### src/rtl/serial_add_scheduler_if.sv
// Request/result bundle for serial_add_scheduler: four requesters in, one result channel out.
// res_ovf exists only when SERIAL_ADD_OVF_EN is defined.
interface serial_add_scheduler_if #(parameter int WIDTH = 4);
  logic [3:0]         req_valid;
  logic [3:0]         req_ready;
  logic [4*WIDTH-1:0] req_a;
  logic [4*WIDTH-1:0] req_b;
  logic [3:0]         req_cin;
  logic               res_valid;
  logic               res_ready;
  logic [1:0]         res_id;
  logic [WIDTH-1:0]   res_sum;
  logic               res_cout;
`ifdef SERIAL_ADD_OVF_EN
  logic               res_ovf;
`endif
  logic               busy;

  modport slave (
`ifdef SERIAL_ADD_OVF_EN
    output res_ovf,
`endif
    input  req_valid, req_a, req_b, req_cin, res_ready,
    output req_ready, res_valid, res_id, res_sum, res_cout, busy
  );

  modport master (
`ifdef SERIAL_ADD_OVF_EN
    input  res_ovf,
`endif
    output req_valid, req_a, req_b, req_cin, res_ready,
    input  req_ready, res_valid, res_id, res_sum, res_cout, busy
  );
endinterface

### src/rtl/serial_add_scheduler.sv
// Round-robin scheduler sharing one bit-serial full adder among four requesters.
// Optional SERIAL_ADD_OVF_EN adds a two's-complement overflow flag to the result.
module serial_add_scheduler #(
  parameter int WIDTH = 4
) (
  input logic                 clk,
  input logic                 reset,
  serial_add_scheduler_if.slave bus
);
  localparam int CW = (WIDTH > 2) ? $clog2(WIDTH) : 1;
  localparam logic [CW-1:0] LAST = CW'(WIDTH - 1);

  localparam logic [1:0] S_IDLE  = 2'd0;
  localparam logic [1:0] S_SHIFT = 2'd1;
  localparam logic [1:0] S_DONE  = 2'd2;

  logic [1:0]       state_q, state_d;
  logic [1:0]       rr_ptr_q, rr_ptr_d;
  logic [CW-1:0]    count_q, count_d;
  logic             carry_q, carry_d;
  logic [WIDTH-1:0] a_q, a_d, b_q, b_d;
  logic [WIDTH-1:0] sum_q, sum_d;
  logic             cout_q, cout_d;
  logic [1:0]       id_q, id_d;
`ifdef SERIAL_ADD_OVF_EN
  logic             ovf_q, ovf_d;
`endif

  logic [3:0][WIDTH-1:0] op_a, op_b;
  assign op_a = bus.req_a;
  assign op_b = bus.req_b;

  // Rotating priority search starting at rr_ptr
  logic [3:0] gnt;
  logic [1:0] win;
  logic       found;
  always_comb begin
    logic [1:0] idx;
    gnt   = '0;
    win   = '0;
    found = 1'b0;
    idx   = '0;
    for (int k = 0; k < 4; k++) begin
      idx = rr_ptr_q + 2'(k);
      if (!found && bus.req_valid[idx]) begin
        gnt[idx] = 1'b1;
        win      = idx;
        found    = 1'b1;
      end
    end
  end

  logic fa_s, fa_c;
  assign fa_s = a_q[0] ^ b_q[0] ^ carry_q;
  assign fa_c = (a_q[0] & b_q[0]) | (a_q[0] & carry_q) | (b_q[0] & carry_q);

  always_comb begin
    state_d  = state_q;
    rr_ptr_d = rr_ptr_q;
    count_d  = count_q;
    carry_d  = carry_q;
    a_d      = a_q;
    b_d      = b_q;
    sum_d    = sum_q;
    cout_d   = cout_q;
    id_d     = id_q;
`ifdef SERIAL_ADD_OVF_EN
    ovf_d    = ovf_q;
`endif
    case (state_q)
      S_IDLE: begin
        if (found) begin
          a_d     = op_a[win];
          b_d     = op_b[win];
          carry_d = bus.req_cin[win];
          id_d    = win;
          count_d = '0;
          sum_d   = '0;
          state_d = S_SHIFT;
        end
      end
      S_SHIFT: begin
        carry_d = fa_c;
        a_d     = a_q >> 1;
        b_d     = b_q >> 1;
        sum_d   = {fa_s, sum_q[WIDTH-1:1]};
        count_d = count_q + 1'b1;
        if (count_q == LAST) begin
          cout_d  = fa_c;
`ifdef SERIAL_ADD_OVF_EN
          // carry_q here is the carry into the MSB
          ovf_d   = carry_q ^ fa_c;
`endif
          count_d = '0;
          state_d = S_DONE;
        end
      end
      S_DONE: begin
        if (bus.res_ready) begin
          rr_ptr_d = id_q + 2'd1;
          state_d  = S_IDLE;
        end
      end
      default: state_d = S_IDLE;
    endcase
  end

  always_ff @(posedge clk or posedge reset) begin
    if (reset) begin
      state_q  <= S_IDLE;
      rr_ptr_q <= '0;
      count_q  <= '0;
      carry_q  <= 1'b0;
      a_q      <= '0;
      b_q      <= '0;
      sum_q    <= '0;
      cout_q   <= 1'b0;
      id_q     <= '0;
`ifdef SERIAL_ADD_OVF_EN
      ovf_q    <= 1'b0;
`endif
    end else begin
      state_q  <= state_d;
      rr_ptr_q <= rr_ptr_d;
      count_q  <= count_d;
      carry_q  <= carry_d;
      a_q      <= a_d;
      b_q      <= b_d;
      sum_q    <= sum_d;
      cout_q   <= cout_d;
      id_q     <= id_d;
`ifdef SERIAL_ADD_OVF_EN
      ovf_q    <= ovf_d;
`endif
    end
  end

  // Grant is masked while reset is held so nothing looks granted during reset
  assign bus.req_ready = (state_q == S_IDLE && !reset) ? gnt : 4'b0000;
  assign bus.res_valid = (state_q == S_DONE);
  assign bus.busy      = (state_q != S_IDLE);
  assign bus.res_sum   = sum_q;
  assign bus.res_cout  = cout_q;
  assign bus.res_id    = id_q;
`ifdef SERIAL_ADD_OVF_EN
  assign bus.res_ovf   = ovf_q;
`endif
endmodule

### src/flat_wrapper.sv
// flat-port wrapper written by rule: the top's interface ports become plain ports
module serial_add_scheduler_flat 
#(
  parameter int WIDTH = 4
)
  (clk, reset, bus_req_valid, bus_req_a, bus_req_b, bus_req_cin, bus_res_ready, bus_req_ready, bus_res_valid, bus_res_id, bus_res_sum, bus_res_cout, bus_busy);
  serial_add_scheduler_if #(.WIDTH(WIDTH)) bus_i ();
  input logic clk;
  input logic reset;
  input wire logic [$bits(bus_i.req_valid)-1:0] bus_req_valid;
  input wire logic [$bits(bus_i.req_a)-1:0] bus_req_a;
  input wire logic [$bits(bus_i.req_b)-1:0] bus_req_b;
  input wire logic [$bits(bus_i.req_cin)-1:0] bus_req_cin;
  input wire logic [$bits(bus_i.res_ready)-1:0] bus_res_ready;
  output wire logic [$bits(bus_i.req_ready)-1:0] bus_req_ready;
  output wire logic [$bits(bus_i.res_valid)-1:0] bus_res_valid;
  output wire logic [$bits(bus_i.res_id)-1:0] bus_res_id;
  output wire logic [$bits(bus_i.res_sum)-1:0] bus_res_sum;
  output wire logic [$bits(bus_i.res_cout)-1:0] bus_res_cout;
  output wire logic [$bits(bus_i.busy)-1:0] bus_busy;
  assign bus_i.req_valid = bus_req_valid;
  assign bus_i.req_a = bus_req_a;
  assign bus_i.req_b = bus_req_b;
  assign bus_i.req_cin = bus_req_cin;
  assign bus_i.res_ready = bus_res_ready;
  assign bus_req_ready = bus_i.req_ready;
  assign bus_res_valid = bus_i.res_valid;
  assign bus_res_id = bus_i.res_id;
  assign bus_res_sum = bus_i.res_sum;
  assign bus_res_cout = bus_i.res_cout;
  assign bus_busy = bus_i.busy;
  serial_add_scheduler #(.WIDTH(WIDTH)) u_core (.clk(clk), .reset(reset), .bus(bus_i));
endmodule
### config.mk
export PLATFORM = sky130hd
export DESIGN_NAME = serial_add_scheduler_flat
export DESIGN_NICKNAME = d
export VERILOG_FILES = /design/src/rtl/serial_add_scheduler_if.sv /design/src/rtl/serial_add_scheduler.sv /design/src/flat_wrapper.sv
export SDC_FILE = /design/constraint.sdc
export NUM_CORES = 1
export LEC_CHECK = 0
export ABC_AREA = 1
export BUFFER_PORTS_ARGS = -buffer_cell sky130_fd_sc_hd__buf_2
export CORE_MARGIN = 4
export CORE_UTILIZATION = 50
export DETAILED_ROUTE_END_ITERATION = 6
export PLACE_DENSITY = 0.89
export SLEW_MARGIN = 10
export SYNTH_ARGS = -nofsm -noshare
export SYNTH_HDL_FRONTEND = slang
export SYNTH_SLANG_ARGS = --single-unit
### constraint.sdc
create_clock -name clk -period 4.4 [get_ports clk]
set_input_delay 0.88 -clock clk [delete_from_list [all_inputs] [get_ports clk]]
set_output_delay 0.88 -clock clk [all_outputs]
set_load 0.005 [all_outputs]
==> Implementation_results.wiki, run 1 <==
{| class="wikitable"
! Metric !! Value
|-
| Syn Nets || 330
|-
| Part of the Yosys area used for sequential elements || 28.1%
|-
| Count of clock tree sinks || 22
|-
| Slew at the pin with the worst max-slew slack || 834 ps
|-
| TritonCTS clock tree || built
|-
| Critical Setup Path Class || register to output pin
|-
| Worst rel slew slack || 44.3%
|-
| Endpoint type of the worst setup path || output pin
|-
| Final-report max-slew violation count || 0
|-
| Number of remaining DRC errors || 0
|-
| Yosys Warn Count || 0
|-
| Die outline area || 0.00498 mm2
|-
| Cell count of the worst hold path || 2
|-
| Count of inserted antenna diode cells || 0
|-
| Total clock buffers created by CTS || 3
|-
| Share of power burned in combinational logic || 70.1%
|-
| Leakage power || 1.34 nW
|-
| CP Cell Sequence || inv_6 > ha_1 > inv_1 > nand3_2 > nand2_4 > nand3_2 > nor2_2 > nand2_1 > o211ai_1 > nand2_1 > inv_1 > buf_2
|-
| Total of hold buffers inserted after clock tree synthesis || 0
|-
| Setup TNS || 0 ps
|-
| Min-delay src || u_core.bus.res_sum[0]$_DFFE_PP0P_
|-
| RSZ-0062 raised after global routing || false
|-
| Global placement routability congestion || 0.835
|-
| Later-pin clock latency in the skew report || 270 ps
|-
| Worst R2R End || u_core.b_q[0]$_DFFE_PP0P_
|-
| First drt pass iteration count || 4
|-
| Cell with the most instances after synthesis || sky130_fd_sc_hd__nand2_1
|-
| Net switching power figure || 1.02 mW
|-
| I/O pin cnt || 56
|-
| Critical path fanouts, max || 13
|-
| Startpoint of the most critical register-to-register path || u_core.rr_ptr_q[0]$_DFFE_PP0P_
|-
| FF+latch count, synth || 22
|-
| Worst reg2reg path depth || 12
|-
| Number of maximum-capacitance constraint violations || 0
|-
| Overall overflow remaining after global route || 0
|-
| # rows || 22
|-
| 1st-iter DRT viols || 114
|-
| Horizontal die dimension || 70.6 um
|-
| DP Wirelength || 3510 um
|-
| Final wirelength || 4270 um
|-
| Clock-pin slew reported for the worst setup and hold paths after clock tree synthesis || 80 ps
|-
| Post-DP Area || 0.00226 mm2
|-
| Layout-stage area growth over the synthesis result || 19.2%
|-
| Cell chosen for the clock root || sky130_fd_sc_hd__clkbuf_8
|-
| Kind of path behind the tightest hold check || register to register
|-
| Library cell with the largest summed area after synthesis || sky130_fd_sc_hd__dfrtp_1
|-
| Worst endpoint data arrival time || 2400 ps
|-
| Portion of the clock cycle consumed by the worst path in the final layout || 74.6%
|-
| Global-route wire length before repair || 7560 um
|-
| PD cells || 822 mW/mm2
|-
| Main synth FF type || sky130_fd_sc_hd__dfrtp_1
|-
| Placeable Area || 0.00372 mm2
|-
| Number of cells upsized or downsized after cts || 0
|-
| Ranking of synthesized cells by area || sky130_fd_sc_hd__dfrtp_1, sky130_fd_sc_hd__nand2_1, sky130_fd_sc_hd__inv_1, sky130_fd_sc_hd__nand3_1, sky130_fd_sc_hd__nand2_4
|-
| Part of the power in the clock network || 9.9%
|-
| Via density per instance || 4.84
|-
| Yosys top cell area share || 28.1%
|-
| Initial antenna violation count || 0
|-
| Most instantiated cells after synthesis || sky130_fd_sc_hd__nand2_1, sky130_fd_sc_hd__inv_1, sky130_fd_sc_hd__nand3_1
|-
| Overall Power || 1.92 mW
|-
| Type of origin of the critical path || register
|-
| Relative contribution of sequential cells to total power || 20.1%
|-
| Quantity of I/O buffers inserted on ports || 55
|-
| Max Freq || 0.305 GHz
|-
| Die extent in y || 70.6 um
|-
| Number of buffers on the longest clock path || 2
|-
| End point of the most critical hold path || u_core.bus.res_sum[0]$_DFFE_PP0P_
|-
| Number of instances in the synthesized netlist || 278
|-
| Residual antenna-violating net count after detailed routing || 0
|-
| Layout cell share with drive strength beyond 1 || 29.0%
|-
| Result of the run || complete, no violations
|-
| Number of global-route vias before repair || 1770
|-
| Number of synthesized flops with an enable pin || 0
|-
| Switching share of power || 53.4%
|-
| Critical path's largest stage delay || 680 ps
|-
| Via Count || 1847
|-
| Maximum VDD drop || 488 uV
|-
| Clk_skew || 2.95 ps
|-
| Setup slack of the most critical reg-to-reg path || 1870 ps
|-
| Distinct cells, synth || 33
|-
| Maximum number of pins on one net before global-route repair || 29
|-
| Average routed wire per standard cell || 11.2 um
|-
| H-tree lvl count || 1
|-
| Per-instance average area after synthesis || 7.04 um2
|-
| Slowest cell on the critical path || sky130_fd_sc_hd__dfrtp_1
|-
| Final Hold Violating Endpoints || 0
|-
| Share of async-settable or async-resettable flops after synthesis || 100%
|-
| Area of the mapped netlist || 0.00196 mm2
|-
| Final Critical Period || 3280 ps
|-
| Int Power || 0.895 mW
|-
| Total routing usage reported by global routing || 18.2%
|-
| Post-route cell area || 0.00233 mm2
|-
| Number of buffers inserted by post-CTS setup repair || 0
|-
| Initial Util || 52.7%
|-
| End-of-flow core utilization || 62.8%
|-
| CP required || 3520 ps
|-
| Number of nets in the final layout || 387
|-
| Number of endpoints failing setup at the final stage || 0
|}
[layer usage]
metal  up-vias  track usage [%]  part of all wire, %
met3         6             2.56                  6.1
met4         0             7.72                  1.5
li1        974                -                    -
met1       807             24.5                   43
met2        60             29.3                   49
met5         -                0                    0
[flip-flops by register name, indices dropped and copies added, names as in the netlist]
| signal | count |
|---|---|
| u_core.rr_ptr_q | 2 |
| u_core.state_q | 2 |
| u_core.bus.res_sum | 4 |
| u_core.bus.res_id | 2 |
| u_core.b_q | 4 |
| u_core.bus.res_cout | 1 |
| u_core.count_q | 2 |
| u_core.a_q | 4 |
| u_core.carry_q | 1 |
[area by class of cell]
type | count | area, um2
fill | 351 | 1380
multi-input combinational | 189 | 1120
sequential | 22 | 551
timing repair buffer | 55 | 275
inverter | 64 | 260
tap | 48 | 60.1
clock buffer | 3 | 41.3
clock inverter | 1 | 30.0
[worst max-delay path, delay by kind of cell (launching register included)]
family                     cells  cell delay (ps)
DFF                            1              680
and+or+nand+nor                6              640
buffers and inverters          4              360
adders and majority gates      1              360
AOI/OAI and AO/OA              1               80
[cell usage in the layout (no fill, tap or decap), drive strengths merged]
cell / synthesis / final
clkbuf: 0 / 3
clkinv: 1 / 1
a22o: 1 / 1
o22ai: 3 / 3
o21bai: 1 / 1
dfrtp: 22 / 22
fa: 1 / 1
nand2: 80 / 80
xnor2: 1 / 1
a22oi: 4 / 4
inv: 63 / 63
nand3: 43 / 43
o211ai: 1 / 1
a21oi: 3 / 3
buf: 3 / 55
nor2: 17 / 17
bufinv: 0 / 1
nand4: 1 / 1
o31ai: 1 / 1
or2: 9 / 9
o21ai: 14 / 14
a21boi: 1 / 1
ha: 8 / 8
[how the worst max path moves through the flow]
stage                              startpoint               end  slack [ps]  cells after the start
2_1_floorplan  u_core.rr_ptr_q[1]$_DFFE_PP0P_  bus_req_ready[2]        1800                     11
3_3_place_gp   u_core.rr_ptr_q[0]$_DFFE_PP0P_  bus_req_ready[2]        1510                     12
3_5_place_dp   u_core.rr_ptr_q[0]$_DFFE_PP0P_  bus_req_ready[2]        1430                     12
4_1_cts        u_core.rr_ptr_q[0]$_DFFE_PP0P_  bus_req_ready[2]        1120                     12
5_1_grt        u_core.rr_ptr_q[0]$_DFFE_PP0P_  bus_req_ready[2]         890                     12
6_report       u_core.rr_ptr_q[0]$_DFFE_PP0P_  bus_req_ready[2]        1120                     12
[logic make-up after synthesis]
logic type | count (synthesis) | synth area share, %
AND/OR/NAND/NOR | 150 | 41.5
buffers and inverters | 67 | 14.8
AO/OA/AOI/OAI | 29 | 9.01
flip-flops | 22 | 28.1
adder cells (fa/ha/maj) | 9 | 6.13
XOR/XNOR | 1 | 0.447
[power by group through the flow]
stage	logic, mW	registers (mW)	clock network [mW]
floorplan	1.14	0.363	0
global placement	1.30	0.380	0
detailed placement	1.34	0.388	0
CTS	1.35	0.385	0.191
global route	1.53	0.399	0.203
finish	1.34	0.385	0.190
[through the flow]
step	cells	hold slack, ps	worst slack, ps
finish	382	495	1120
global route	382	538	889
global placement	378	477	1510
floorplan	278	449	1800
detailed placement	378	478	1430
CTS	382	497	1120
No activity file was read; power rests on OpenSTA's default activity.
==> run 2, diff against run 1 <==
--- a/config.mk
+++ b/config.mk
@@ -8,9 +8,9 @@
 export ABC_AREA = 1
 export BUFFER_PORTS_ARGS = -buffer_cell sky130_fd_sc_hd__buf_2
 export CORE_MARGIN = 4
-export CORE_UTILIZATION = 50
+export CORE_UTILIZATION = 47
 export DETAILED_ROUTE_END_ITERATION = 6
-export PLACE_DENSITY = 0.89
+export PLACE_DENSITY = 0.88
 export SLEW_MARGIN = 10
 export SYNTH_ARGS = -nofsm -noshare
 export SYNTH_HDL_FRONTEND = slang
==> constraint.sdc (replaced) <==
create_clock -name clk -period 3 [get_ports clk]
set_input_delay 0.6 -clock clk [delete_from_list [all_inputs] [get_ports clk]]
set_output_delay 0.6 -clock clk [all_outputs]
set_load 0.005 [all_outputs]
==> Implementation_results.wiki, run 2 (synthesis results as in run 1) <==
{| class="wikitable"
! Metric !! Value
|-
| DP Wirelength || 3600 um
|-
| Worst rel slew slack || 44.3%
|-
| Residual antenna-violating net count after detailed routing || 0
|-
| Initial antenna violation count || 0
|-
| Number of global-route vias before repair || 1844
|-
| Count of inserted antenna diode cells || 0
|-
| Die outline area || 0.00526 mm2
|-
| Clock-pin slew reported for the worst setup and hold paths after clock tree synthesis || 90 ps
|-
| Maximum number of pins on one net before global-route repair || 29
|-
| Setup TNS || 0 ps
|-
| Number of endpoints failing setup at the final stage || 0
|-
| Global placement routability congestion || 0.923
|-
| Portion of the clock cycle consumed by the worst path in the final layout || 91.6%
|-
| Global-route wire length before repair || 7760 um
|-
| Layout-stage area growth over the synthesis result || 20.1%
|-
| Type of origin of the critical path || register
|-
| Count of clock tree sinks || 22
|-
| Total length of routed met2 wires || 2270 um
|-
| Met1 wire length || 1990 um
|-
| PD cells || 1230 mW/mm2
|-
| Overall Power || 2.88 mW
|-
| Kind of path behind the tightest hold check || input port to asynchronous set/reset pin
|-
| Result of the run || complete, no violations
|-
| Most frequent cells in the layout || sky130_fd_sc_hd__nand2_1, sky130_fd_sc_hd__inv_1, sky130_fd_sc_hd__buf_2, sky130_fd_sc_hd__nand3_1, sky130_fd_sc_hd__dfrtp_1
|-
| RSZ-0062 raised after global routing || false
|-
| Average routed wire per standard cell || 11.8 um
|-
| Worst endpoint data arrival time || 2150 ps
|-
| Later-pin clock latency in the skew report || 270 ps
|-
| Slew at the pin with the worst max-slew slack || 835 ps
|-
| Critical path fanouts, max || 8
|-
| Number of buffers on the longest clock path || 2
|-
| Overall overflow remaining after global route || 0
|-
| Final Critical Period || 2750 ps
|-
| Number of buffers inserted by post-CTS setup repair || 0
|-
| Placeable Area || 0.00403 mm2
|-
| Layout cell share with drive strength beyond 1 || 29.5%
|-
| Via density per instance || 4.91
|-
| Endpoint type of the worst setup path || output pin
|-
| Quantity of I/O buffers inserted on ports || 55
|-
| Worst reg2reg path depth || 14
|-
| Via Count || 1894
|-
| Final-report max-slew violation count || 0
|-
| TritonCTS clock tree || built
|-
| 1st-iter DRT viols || 91
|-
| # rows || 23
|-
| Leakage power || 1.35 nW
|-
| CP required || 2400 ps
|-
| Commonest non-fill, non-tap cell in the layout || sky130_fd_sc_hd__nand2_1
|-
| Worst R2R End || u_core.b_q[1]$_DFFE_PP0P_
|-
| Maximum VDD drop || 532 uV
|-
| Clk_skew || 4.68 ps
|-
| Number of remaining DRC errors || 0
|-
| Routed length on met3 || 201 um
|-
| Number of nets in the final layout || 389
|-
| I/O pin cnt || 56
|-
| Cell chosen for the clock root || sky130_fd_sc_hd__clkbuf_8
|-
| Horizontal die dimension || 72.5 um
|-
| Startpoint of the most critical register-to-register path || u_core.rr_ptr_q[0]$_DFFE_PP0P_
|-
| Critical Setup Path Class || register to output pin
|-
| Uppermost layer routed || met4
|-
| Initial Util || 48.6%
|-
| Max Freq || 0.364 GHz
|-
| Final wirelength || 4540 um
|-
| H-tree lvl count || 1
|-
| Total clock buffers created by CTS || 3
|-
| Number of maximum-capacitance constraint violations || 0
|-
| Number of cells upsized or downsized after cts || 0
|-
| Source of the critical timing path || u_core.rr_ptr_q[0]$_DFFE_PP0P_
|-
| Final Hold Violating Endpoints || 0
|-
| Total routing usage reported by global routing || 18.0%
|-
| First drt pass iteration count || 4
|-
| Setup slack of the most critical reg-to-reg path || 740 ps
|-
| Total of hold buffers inserted after clock tree synthesis || 0
|-
| Die extent in y || 72.5 um
|}
==> run 2: changes by cell type in the layout (fill, tap and decap cells not counted), sizes merged <==
cell,delta
buf,+2
==> run 2: worst max-delay path, cell delays in order (launching register included) <==
cell and delay, ps:
sky130_fd_sc_hd__dfrtp_1 460, sky130_fd_sc_hd__inv_6 90, sky130_fd_sc_hd__ha_1 350, sky130_fd_sc_hd__inv_1 120, sky130_fd_sc_hd__nand3_2 110, sky130_fd_sc_hd__nand2_4 140, sky130_fd_sc_hd__nand3_2 110, sky130_fd_sc_hd__nor2_2 140
sky130_fd_sc_hd__nand2_1 70, sky130_fd_sc_hd__o211ai_1 80, sky130_fd_sc_hd__nand2_1 70, sky130_fd_sc_hd__inv_1 50, sky130_fd_sc_hd__buf_2 90
==> run 2: metrics by stage <==
step                      setup slack (ps)  instance area [um2]  hold WS (ps)  instances  utilization [%]
after floorplan                        676                 1960           449        278                -
after global placement                 660                 2280           467        382             56.6
after detailed placement               550                 2280           475        382             56.6
after CTS                              247                 2350           500        386             58.4
after global routing                  98.0                 2350           518        386             58.4
final                                  253                 2350           493        386             58.4
==> run 2: final cells by class <==
class / instances / area (um2)
Fill cell: 382 / 1680
Multi-Input combinational cell: 189 / 1120
Sequential cell: 22 / 551
Timing Repair Buffer: 57 / 290
Inverter: 64 / 260
Tap cell: 50 / 62.6
Clock buffer: 3 / 41.3
Clock inverter: 1 / 30.0
==> run 2: worst max path at each step <==
stage	to	slack [ps]
2_1_floorplan	bus_req_ready[2]	680
3_3_place_gp	bus_req_ready[2]	660
3_5_place_dp	bus_req_ready[2]	550
4_1_cts	bus_req_ready[2]	250
5_1_grt	bus_req_ready[2]	100
6_report	bus_req_ready[2]	250
==> run 2: routing by layer <==
layer / track usage, % / up-vias
li1: - / 977
met1: 22.4 / 856
met2: 31.8 / 51
met3: 2.35 / 10
met4: 6.56 / 0
met5: 0 / -
==> run 2: where the power goes <==
group	internal (mW)	total, mW	switching [mW]
sequential	0.445	0.532	0.0868
combinational	0.708	2.07	1.36
clock	0.178	0.282	0.104
